`config.mk`:
```
export PLATFORM = sky130hd
export DESIGN_NAME = mem_bus_arbiter_flat
export DESIGN_NICKNAME = d
export VERILOG_FILES = /design/src/rtl/mem_bus_arbiter_if.sv /design/src/rtl/mem_bus_arbiter.sv /design/src/flat_wrapper.sv
export SDC_FILE = /design/constraint.sdc
export NUM_CORES = 1
export LEC_CHECK = 0
export CAP_MARGIN = 20
export CORE_AREA = 2 2 222 224
export CTS_CLUSTER_DIAMETER = 60
export DETAILED_ROUTE_END_ITERATION = 8
export DIE_AREA = 0 0 224 226
export GPL_TIMING_DRIVEN = 0
export PLACE_DENSITY = 0.62
export SLEW_MARGIN = 10
export SYNTH_ARGS = -nofsm -noshare
export SYNTH_HDL_FRONTEND = slang
export SYNTH_SLANG_ARGS = --single-unit
```
`constraint.sdc`:
```
create_clock -name clk -period 10.7 [get_ports clk]
set_input_delay 2.675 -clock clk [delete_from_list [all_inputs] [get_ports clk]]
set_output_delay 2.675 -clock clk [all_outputs]
set_load 0.01 [all_outputs]
```
`src/rtl/mem_bus_arbiter_if.sv`:
```
// Core bus (C) between the fetch/load-store arbiter and the single-port memory.
// The arbiter is the master; the memory side answers with a one-cycle
// c_ready pulse carrying c_rdata.
interface mem_bus_arbiter_if;
    logic        c_valid;
    logic        c_write;
    logic [63:0] c_addr;
    logic [63:0] c_wdata;
    logic [7:0]  c_strobe;
    logic [2:0]  c_size;
    logic        c_ready;
    logic [63:0] c_rdata;

    modport master (
        output c_valid, c_write, c_addr, c_wdata, c_strobe, c_size,
        input  c_ready, c_rdata
    );

    modport slave (
        input  c_valid, c_write, c_addr, c_wdata, c_strobe, c_size,
        output c_ready, c_rdata
    );
endinterface

```
`src/rtl/mem_bus_arbiter.sv`:
```
// Single-port memory arbiter between instruction fetch (I) and load/store (D).
// D has priority, but after MAX_D_STREAK consecutive D grants while a fetch is
// waiting, the fetch is granted. A redirect (flush) discards the response of an
// in-flight fetch; the bus beat itself always completes.
// Optional build macro ARB_PERF_CNT_EN adds a saturating count of the cycles a
// fetch spends waiting; without it i_wait_cycles is tied to zero.
module mem_bus_arbiter #(
    parameter int unsigned MAX_D_STREAK = 4
) (
    input  logic              clk,
    input  logic              rst,

    input  logic              i_req,
    input  logic [63:0]       i_addr,
    output logic              i_ready,
    output logic [63:0]       i_rdata,

    input  logic              d_req,
    input  logic              d_write,
    input  logic [63:0]       d_addr,
    input  logic [63:0]       d_wdata,
    input  logic [7:0]        d_strobe,
    input  logic [2:0]        d_size,
    output logic              d_ready,
    output logic [63:0]       d_rdata,

    input  logic              flush,

    mem_bus_arbiter_if.master c_bus,

    output logic [31:0]       i_wait_cycles
);

    typedef enum logic [1:0] {IDLE, BUSY_I, BUSY_D, RESP} state_t;

    localparam logic [3:0] STREAK_MAX = 4'(MAX_D_STREAK);

    state_t      state_q,    state_d;
    logic        c_valid_q,  c_valid_d;
    logic        c_write_q,  c_write_d;
    logic [63:0] c_addr_q,   c_addr_d;
    logic [63:0] c_wdata_q,  c_wdata_d;
    logic [7:0]  c_strobe_q, c_strobe_d;
    logic [2:0]  c_size_q,   c_size_d;
    logic        i_ready_q,  i_ready_d;
    logic        d_ready_q,  d_ready_d;
    logic [63:0] i_rdata_q,  i_rdata_d;
    logic [63:0] d_rdata_q,  d_rdata_d;
    logic [3:0]  streak_q,   streak_d;
    logic        discard_q,  discard_d;

    // Arbitration, bus launch and response capture for the next cycle.
    always_comb begin
        // NOTE: every _d starts as its _q so paths that do not assign it hold
        // state instead of inferring a latch.
        state_d    = state_q;
        c_valid_d  = c_valid_q;
        c_write_d  = c_write_q;
        c_addr_d   = c_addr_q;
        c_wdata_d  = c_wdata_q;
        c_strobe_d = c_strobe_q;
        c_size_d   = c_size_q;
        i_rdata_d  = i_rdata_q;
        d_rdata_d  = d_rdata_q;
        streak_d   = streak_q;
        discard_d  = discard_q;
        i_ready_d  = 1'b0;
        d_ready_d  = 1'b0;

        unique case (state_q)
            IDLE: begin
                if (d_req && (!i_req || streak_q < STREAK_MAX)) begin
                    state_d    = BUSY_D;
                    c_valid_d  = 1'b1;
                    c_write_d  = d_write;
                    c_addr_d   = d_addr;
                    c_wdata_d  = d_wdata;
                    c_strobe_d = d_strobe;
                    c_size_d   = d_size;
                    // Count D wins only while a fetch is actually waiting.
                    if (i_req) begin
                        streak_d = (streak_q < STREAK_MAX) ? streak_q + 4'd1 : streak_q;
                    end else begin
                        streak_d = 4'd0;
                    end
                end else if (i_req) begin
                    state_d    = BUSY_I;
                    c_valid_d  = 1'b1;
                    c_write_d  = 1'b0;
                    c_addr_d   = i_addr;
                    c_wdata_d  = 64'd0;
                    c_strobe_d = 8'hFF;
                    c_size_d   = 3'b011;
                    streak_d   = 4'd0;
                    discard_d  = flush;
                end
            end
            BUSY_I: begin
                if (flush) begin
                    discard_d = 1'b1;
                end
                if (c_bus.c_ready) begin
                    state_d   = RESP;
                    c_valid_d = 1'b0;
                    // A redirect arriving with the response still kills it.
                    if (!(discard_q || flush)) begin
                        i_rdata_d = c_bus.c_rdata;
                        i_ready_d = 1'b1;
                    end
                end
            end
            BUSY_D: begin
                if (c_bus.c_ready) begin
                    state_d   = RESP;
                    c_valid_d = 1'b0;
                    d_rdata_d = c_bus.c_rdata;
                    d_ready_d = 1'b1;
                end
            end
            RESP: begin
                // Ready is visible during this cycle; the requester refreshes
                // or drops its request before IDLE arbitrates again.
                state_d   = IDLE;
                discard_d = 1'b0;
            end
            default: begin
                state_d = IDLE;
            end
        endcase
    end

    // State and registered outputs; rst clears everything, dropping any beat.
    always_ff @(posedge clk or posedge rst) begin
        if (rst) begin
            state_q    <= IDLE;
            c_valid_q  <= 1'b0;
            c_write_q  <= 1'b0;
            c_addr_q   <= 64'd0;
            c_wdata_q  <= 64'd0;
            c_strobe_q <= 8'd0;
            c_size_q   <= 3'd0;
            i_ready_q  <= 1'b0;
            d_ready_q  <= 1'b0;
            i_rdata_q  <= 64'd0;
            d_rdata_q  <= 64'd0;
            streak_q   <= 4'd0;
            discard_q  <= 1'b0;
        end else begin
            // NOTE: non-blocking assignments so every flop samples the values
            // from before this edge, independent of statement order.
            state_q    <= state_d;
            c_valid_q  <= c_valid_d;
            c_write_q  <= c_write_d;
            c_addr_q   <= c_addr_d;
            c_wdata_q  <= c_wdata_d;
            c_strobe_q <= c_strobe_d;
            c_size_q   <= c_size_d;
            i_ready_q  <= i_ready_d;
            d_ready_q  <= d_ready_d;
            i_rdata_q  <= i_rdata_d;
            d_rdata_q  <= d_rdata_d;
            streak_q   <= streak_d;
            discard_q  <= discard_d;
        end
    end

    assign c_bus.c_valid  = c_valid_q;
    assign c_bus.c_write  = c_write_q;
    assign c_bus.c_addr   = c_addr_q;
    assign c_bus.c_wdata  = c_wdata_q;
    assign c_bus.c_strobe = c_strobe_q;
    assign c_bus.c_size   = c_size_q;
    assign i_ready        = i_ready_q;
    assign d_ready        = d_ready_q;
    assign i_rdata        = i_rdata_q;
    assign d_rdata        = d_rdata_q;

`ifdef ARB_PERF_CNT_EN
    logic [31:0] i_wait_cycles_q, i_wait_cycles_d;

    // Saturating count of cycles with a fetch pending but not yet answered.
    always_comb begin
        i_wait_cycles_d = i_wait_cycles_q;
        if (i_req && !i_ready_q && i_wait_cycles_q != 32'hFFFF_FFFF) begin
            i_wait_cycles_d = i_wait_cycles_q + 32'd1;
        end
    end

    // Perf counter register.
    always_ff @(posedge clk or posedge rst) begin
        if (rst) begin
            i_wait_cycles_q <= 32'd0;
        end else begin
            i_wait_cycles_q <= i_wait_cycles_d;
        end
    end

    assign i_wait_cycles = i_wait_cycles_q;
`else
    assign i_wait_cycles = 32'd0;
`endif

endmodule
```
`src/flat_wrapper.sv`:
```
// flat-port wrapper written by rule: the top's interface ports become plain ports
module mem_bus_arbiter_flat 
#(
    parameter int unsigned MAX_D_STREAK = 4
)
  (clk, rst, i_req, i_addr, i_ready, i_rdata, d_req, d_write, d_addr, d_wdata, d_strobe, d_size, d_ready, d_rdata, flush, i_wait_cycles, c_bus_c_valid, c_bus_c_write, c_bus_c_addr, c_bus_c_wdata, c_bus_c_strobe, c_bus_c_size, c_bus_c_ready, c_bus_c_rdata);
  mem_bus_arbiter_if c_bus_i ();
  input  logic clk;
  input  logic rst;
  input  logic i_req;
  input  logic [63:0] i_addr;
  output logic i_ready;
  output logic [63:0] i_rdata;
  input  logic d_req;
  input  logic d_write;
  input  logic [63:0] d_addr;
  input  logic [63:0] d_wdata;
  input  logic [7:0] d_strobe;
  input  logic [2:0] d_size;
  output logic d_ready;
  output logic [63:0] d_rdata;
  input  logic flush;
  output logic [31:0] i_wait_cycles;
  output wire logic [$bits(c_bus_i.c_valid)-1:0] c_bus_c_valid;
  output wire logic [$bits(c_bus_i.c_write)-1:0] c_bus_c_write;
  output wire logic [$bits(c_bus_i.c_addr)-1:0] c_bus_c_addr;
  output wire logic [$bits(c_bus_i.c_wdata)-1:0] c_bus_c_wdata;
  output wire logic [$bits(c_bus_i.c_strobe)-1:0] c_bus_c_strobe;
  output wire logic [$bits(c_bus_i.c_size)-1:0] c_bus_c_size;
  input wire logic [$bits(c_bus_i.c_ready)-1:0] c_bus_c_ready;
  input wire logic [$bits(c_bus_i.c_rdata)-1:0] c_bus_c_rdata;
  assign c_bus_c_valid = c_bus_i.c_valid;
  assign c_bus_c_write = c_bus_i.c_write;
  assign c_bus_c_addr = c_bus_i.c_addr;
  assign c_bus_c_wdata = c_bus_i.c_wdata;
  assign c_bus_c_strobe = c_bus_i.c_strobe;
  assign c_bus_c_size = c_bus_i.c_size;
  assign c_bus_i.c_ready = c_bus_c_ready;
  assign c_bus_i.c_rdata = c_bus_c_rdata;
  mem_bus_arbiter #(.MAX_D_STREAK(MAX_D_STREAK)) u_core (.clk(clk), .rst(rst), .i_req(i_req), .i_addr(i_addr), .i_ready(i_ready), .i_rdata(i_rdata), .d_req(d_req), .d_write(d_write), .d_addr(d_addr), .d_wdata(d_wdata), .d_strobe(d_strobe), .d_size(d_size), .d_ready(d_ready), .d_rdata(d_rdata), .flush(flush), .c_bus(c_bus_i), .i_wait_cycles(i_wait_cycles));
endmodule
```
==> results of run 1 <==
-- layer usage --
layer | vias to the layer above | wire length (microns) | track usage
met4 | 0 | 972 | 0.04710
met3 | 66 | 3514 | 0.05321
met1 | 5006 | 17800 | 0.2020
met2 | 433 | 21860 | 0.2911
li1 | 4803 | - | -
met5 | - | 0 | 0
-- path summary, 6_finish.rpt --
kind	start	end	slack [ns]	depth (start not counted)
worst min-delay path	u_core.c_bus.c_wdata[2]	u_core.c_bus.c_wdata[2]	0.48	2
max in group asynchronous	rst	u_core.c_bus.c_wdata[3]	7.14	3
worst max-delay path	i_req	u_core.c_bus.c_strobe[2]	6.16	5
min in group asynchronous	rst	u_core.i_ready	2.59	2
worst min register to register	u_core.c_bus.c_wdata[2]	u_core.c_bus.c_wdata[2]	0.48	2
worst max register to register	u_core.state_q[0]	u_core.c_bus.c_strobe[2]	8.26	7
-- state kept, by name, indices dropped and copies added (netlist names) --
register / count
u_core.state_q: 2
u_core.c_bus.c_addr: 64
u_core.discard_q: 1
u_core.c_bus.c_strobe: 8
u_core.streak_q: 4
u_core.c_bus.c_size: 3
u_core.c_bus.c_valid: 1
u_core.c_bus.c_write: 1
u_core.c_bus.c_wdata: 64
u_core.i_rdata: 64
u_core.i_ready: 1
u_core.d_rdata: 64
u_core.d_ready: 1
-- cell families after synthesis --
| family | after synthesis | synth area share |
|---|---|---|
| simple gates | 359 | 0.1310 |
| flops | 278 | 0.5945 |
| compound gates | 151 | 0.08127 |
| mux | 133 | 0.1276 |
| buf+inv | 121 | 0.05785 |
| fa+ha+maj | 7 | 0.007485 |
| other cells | 1 | 0.0003205 |
-- where the power goes --
part           leakage (nW)  total [mW]  switching [mW]  internal, mW
Combinational          4.04        2.39            1.08          1.31
Clock                 0.588        1.21           0.472         0.738
Sequential             3.42        1.80           0.267          1.53
-- placed cells by master (no fill, tap or decap), types with 38 or more instances in the layout --
cell type,n
nand4_1,64
buf_2,39
nand2_1,263
o211ai_1,64
clkdlybuf4s50_1,543
o21ai_1,66
clkbuf_16,38
mux2_2,129
dfrtp_1,278
-- worst min-delay path, stage by stage (launching register included) --
cell	delay (ns)
dfrtp_1	0.34
nand2_1	0.05
o21ai_1	0.06
-- through the flow --
step                utilization  total power, mW  area [sq um]
floorplan                     -            2.811         11820
global placement         0.3730            4.184         18030
detailed placement       0.3743            4.233         18090
CTS                      0.3992            5.478         19300
global route             0.3992            5.724         19300
finish                   0.3993            5.399         19300
-- cell type report --
cell class / instances / area [sq um] / area share
Clock buffer: 52 / 1094 / 0.05666
Inverter: 6 / 30.03 / 0.001556
Buffer: 115 / 654.4 / 0.03390
Sequential cell: 278 / 6957 / 0.3604
Tap cell: 622 / 778.2 / 0.04032
Multi-Input combinational cell: 682 / 4184 / 0.2168
Clock inverter: 10 / 108.9 / 0.005640
Timing Repair Buffer: 545 / 5490 / 0.2845
Antenna cell: 2 / 5.005 / 0.0002593
==> impl_metrics.ini, run 1 <==
[clocking]
clk_latency_ns = 0.53
clk_path_buf_depth = 3
cts_setup_buffers = 0
clkSinkCount = 278
cts_buffers = 36
cts_tree = yes
h-tree-depth = 2
hold_buffers = 0
root_buffer = clkbuf_16
clk_pin_slew_ns = 0.06
cts_resized = 0

[grt]
grt_pass1_wl_microns = 65320
grtUsageTotal = 0.1687
grt_max_degree = 115
overflow = 0
grt_pass1_vias = 10700
antenna_found_initial = 0

[sta]
setup_violations = 0
rsz0062_at_grt = false
tightest_slew_ns = 0.8392
max_freq_ghz = 0.2202
worst_slack_ns = 6.159
holdWs_ns = 0.4814
finClkSkew_ns = 0.01943
slew_viol_final = 0
min_period_over_period = 0.4244
slew_headroom = 0.4405
min_period_ns = 4.541
fin_setup_tns_ns = 0
hold_violations = 0

[detailed_routing]
route.vias.total = 10310
drtAntennaViolNets = 0
drc = 0
drtIter0Drc = 454
wl_per_cell_microns = 19.09
first_pass_iters = 4
routed_wl_microns = 44140
vias_per_cell = 4.458

[floorplan]
core_sq_mm = 0.04834
ioPinCount = 577
fp.dieW_microns = 224
dieArea_sq_mm = 0.05062
initial_utilization = 0.2420
rows = 81
die_y_microns = 226

[worst_setup_path]
crit_type = primary input to flop
end_kind = flop
crit_chain = clkdlybuf4s50_1, o21ai_2, clkbuf_1, nor2_1, a21oi_1
crit_family = buffers and inverters
cp.arrival_ns = 5.00
cp_num_buf_inv = 2
max_stage_delay_ns = 0.70
critPathSlowestCell = clkbuf_1
crit_path_start_kind = primary input
cp.required_ns = 11.16
crit_fanout = 10

[pwr]
power.leakage_nw = 8.042
vdd_drop_max_v = 0.0001302
p_per_area_mw_per_mm2 = 279.7

[yosys]
yosysWarnings = 0
yosysTopAreaCellShare = 0.5945
yosys.area.top_type = dfrtp_1
ys_seq_area_frac = 0.5945
synthFlopType = dfrtp_1
synth_edf_count = 0
ys_types = 30
synth_area_leaders = dfrtp_1, mux2_2, nand2_1
syn_area_sq_mm = 0.01170
syn-mean-instance-area_sq_um = 11.14
syn-instance-count = 1050
post-synth-top-count-cell = dfrtp_1
ys_ff_latch = 278
yosys-top-cells-count = dfrtp_1, nand2_1, mux2_2
async_reset_ff_frac = 1.000

[final_layout]
stdcell_count = 2312
area_growth_pct = 64.95
final_nets = 1945
layout-drive-gt1-share = 0.1629
nFillCells = 4737

[hold_path]
hold_class = flop to flop

[placed_design]
dp_worst_setup_slack_ns = 5.473
post-place-cells = 2248
io_buffers = 543
place_congestion = 0.8754
dpl.hpwl_microns = 33840

[run_status]
status = finished clean

[run]
drv_cap = 0
(Power assumes the default switching activity.)
==> run 2, diff against run 1 <==
Clock period 10.7 ns to 3.7 ns, I/O delays scaled along.
==> run 2 against run 1 <==
Non-clock buffer count rose by 6. Total power grew to 2.8 times the previous value. Flip-flop and latch count unchanged. Cell count grew 0.13%. First-iteration DRC count increased by 2.4%. Sequential share of layout area grew 0.059 points. Utilization fell by 0.065 points. Worst hold slack gained 0.00092 ns. Via count about the same. Largest power group unchanged. Highest routed layer unchanged.
==> impl_metrics.ini, run 2 (synthesized netlist as in run 1, its figures left out) <==
[pwr]
p_sw_frac = 0.3400
clkPwrFrac = 0.209
vdd_drop_max_v = 0.0002835
p_int_mw = 10.09
p_seq_frac = 0.339
power.leakage_nw = 8.012
combPwrFrac = 0.452
switchingPower_mw = 5.201
p_per_area_mw_per_mm2 = 793.7

[hold_path]
hold_class = flop to flop

[detailed_routing]
drtAntennaViolNets = 0
route.vias.total = 10320
vias_per_cell = 4.457
first_pass_iters = 4
drc = 0
routed_wl_microns = 43900
drtIter0Drc = 465
wl_per_cell_microns = 18.96

[placed_design]
dpl.hpwl_microns = 34100
postPlaceCellArea_sq_mm = 0.01820
place_congestion = 0.8689
io_buffers = 543
dp_worst_setup_slack_ns = 0.4293
post-place-cells = 2254

[sta]
worst_slack_ns = 1.145
slew_headroom = 0.4249
finClkSkew_ns = 0.01342
min_period_ns = 2.555
slew_viol_final = 0
rsz0062_at_grt = false
fin_setup_tns_ns = 0
min_period_over_period = 0.6905
max_freq_ghz = 0.3914
setup_violations = 0
hold_violations = 0
tightest_slew_ns = 0.8626

[grt]
grt_pass1_vias = 10680
grt_max_degree = 40
grtUsageTotal = 0.1681
overflow = 0
grt_pass1_wl_microns = 64970
antenna_found_initial = 4

[worst_setup_path]
rrSetupSlack_ns = 1.37
crit_type = primary input to flop
crit_chain = clkdlybuf4s50_1, o21ai_2, clkbuf_1, nor2_1, a21oi_1
cp.required_ns = 4.15
cp.arrival_ns = 3.01
crit_path_start_kind = primary input
max_stage_delay_ns = 0.71
crit_fanout = 10
end_kind = flop
critPathSlowestCell = clkbuf_1

[clocking]
clkSinkCount = 278
hold_buffers = 0
cts_setup_buffers = 0
cts_buffers = 35
h-tree-depth = 2
clk_path_buf_depth = 3
clk_pin_slew_ns = 0.06
cts_tree = yes
clk_latency_ns = 0.53
root_buffer = clkbuf_16
cts_resized = 0

[run_status]
status = finished clean

[final_layout]
mostFrequentLayoutCell = clkdlybuf4s50_1
mostFrequentLayoutCells = clkdlybuf4s50_1, dfrtp_1, nand2_1
nFillCells = 4713
stdcell_count = 2315
layout-drive-gt1-share = 0.1626
area_growth_pct = 64.68
fin_util = 0.3986
final_nets = 1950
post-route-cell-area_sq_mm = 0.01927

[floorplan]
rows = 81
initial_utilization = 0.2420
ioPinCount = 577
fp.dieW_microns = 224
core_sq_mm = 0.04834
dieArea_sq_mm = 0.05062
die_y_microns = 226

[run]
drv_cap = 0
-- run 2: final timing paths --
check,startpoint,endpoint,cells after the start
max in group asynchronous,rst,u_core.d_rdata[49],6
worst min register to register,u_core.c_bus.c_wdata[23],u_core.c_bus.c_wdata[23],2
worst max register to register,u_core.state_q[0],u_core.c_bus.c_addr[47],9
min in group asynchronous,rst,u_core.d_rdata[44],2
worst min-delay path,u_core.c_bus.c_wdata[23],u_core.c_bus.c_wdata[23],2
worst max-delay path,i_req,u_core.c_bus.c_strobe[4],5
-- run 2: critical path: cells and delay by family --
family | cells | cell delay, ns
buf+inv | 2 | 1.25
compound gates | 2 | 0.73
simple gates | 1 | 0.09
-- run 2: final cells by class --
cell class | instances | area, sq um | area share
Inverter | 6 | 26.28 | 0.001364
Clock buffer | 48 | 985.9 | 0.05117
Multi-Input combinational cell | 682 | 4184 | 0.2171
Buffer | 115 | 654.4 | 0.03396
Sequential cell | 278 | 6957 | 0.3610
Tap cell | 622 | 778.2 | 0.04039
Antenna cell | 2 | 5.005 | 0.0002597
Clock inverter | 11 | 83.83 | 0.004350
Timing Repair Buffer | 551 | 5595 | 0.2904
-- run 2: layer usage --
metal,vias to the layer above,GRT usage,share of wire
met5,-,0,0
met4,0,0.06043,0.029
met3,81,0.05087,0.080
met2,431,0.2838,0.48
met1,5006,0.2025,0.41
li1,4800,-,-
-- run 2: stage by stage --
| stage | hold WS (ns) | power, mW |
|---|---|---|
| 6_report | 0.4823 | 15.30 |
| 5_1_grt | 0.5078 | 16.26 |
| 3_5_place_dp | 0.4757 | 12.22 |
| 4_1_cts | 0.4876 | 15.53 |
| 3_3_place_gp | 0.4700 | 12.08 |
| 2_1_floorplan | 0.4632 | 8.131 |
-- run 2: power groups by stage --
stage | Clock, mW | Combinational (mW) | Sequential (mW)
after detailed placement | 0 | 7.00 | 5.23
after global placement | 0 | 6.90 | 5.17
after CTS | 3.31 | 7.02 | 5.20
after global routing | 3.42 | 7.47 | 5.37
after floorplan | 0 | 2.37 | 5.76
final | 3.19 | 6.91 | 5.19
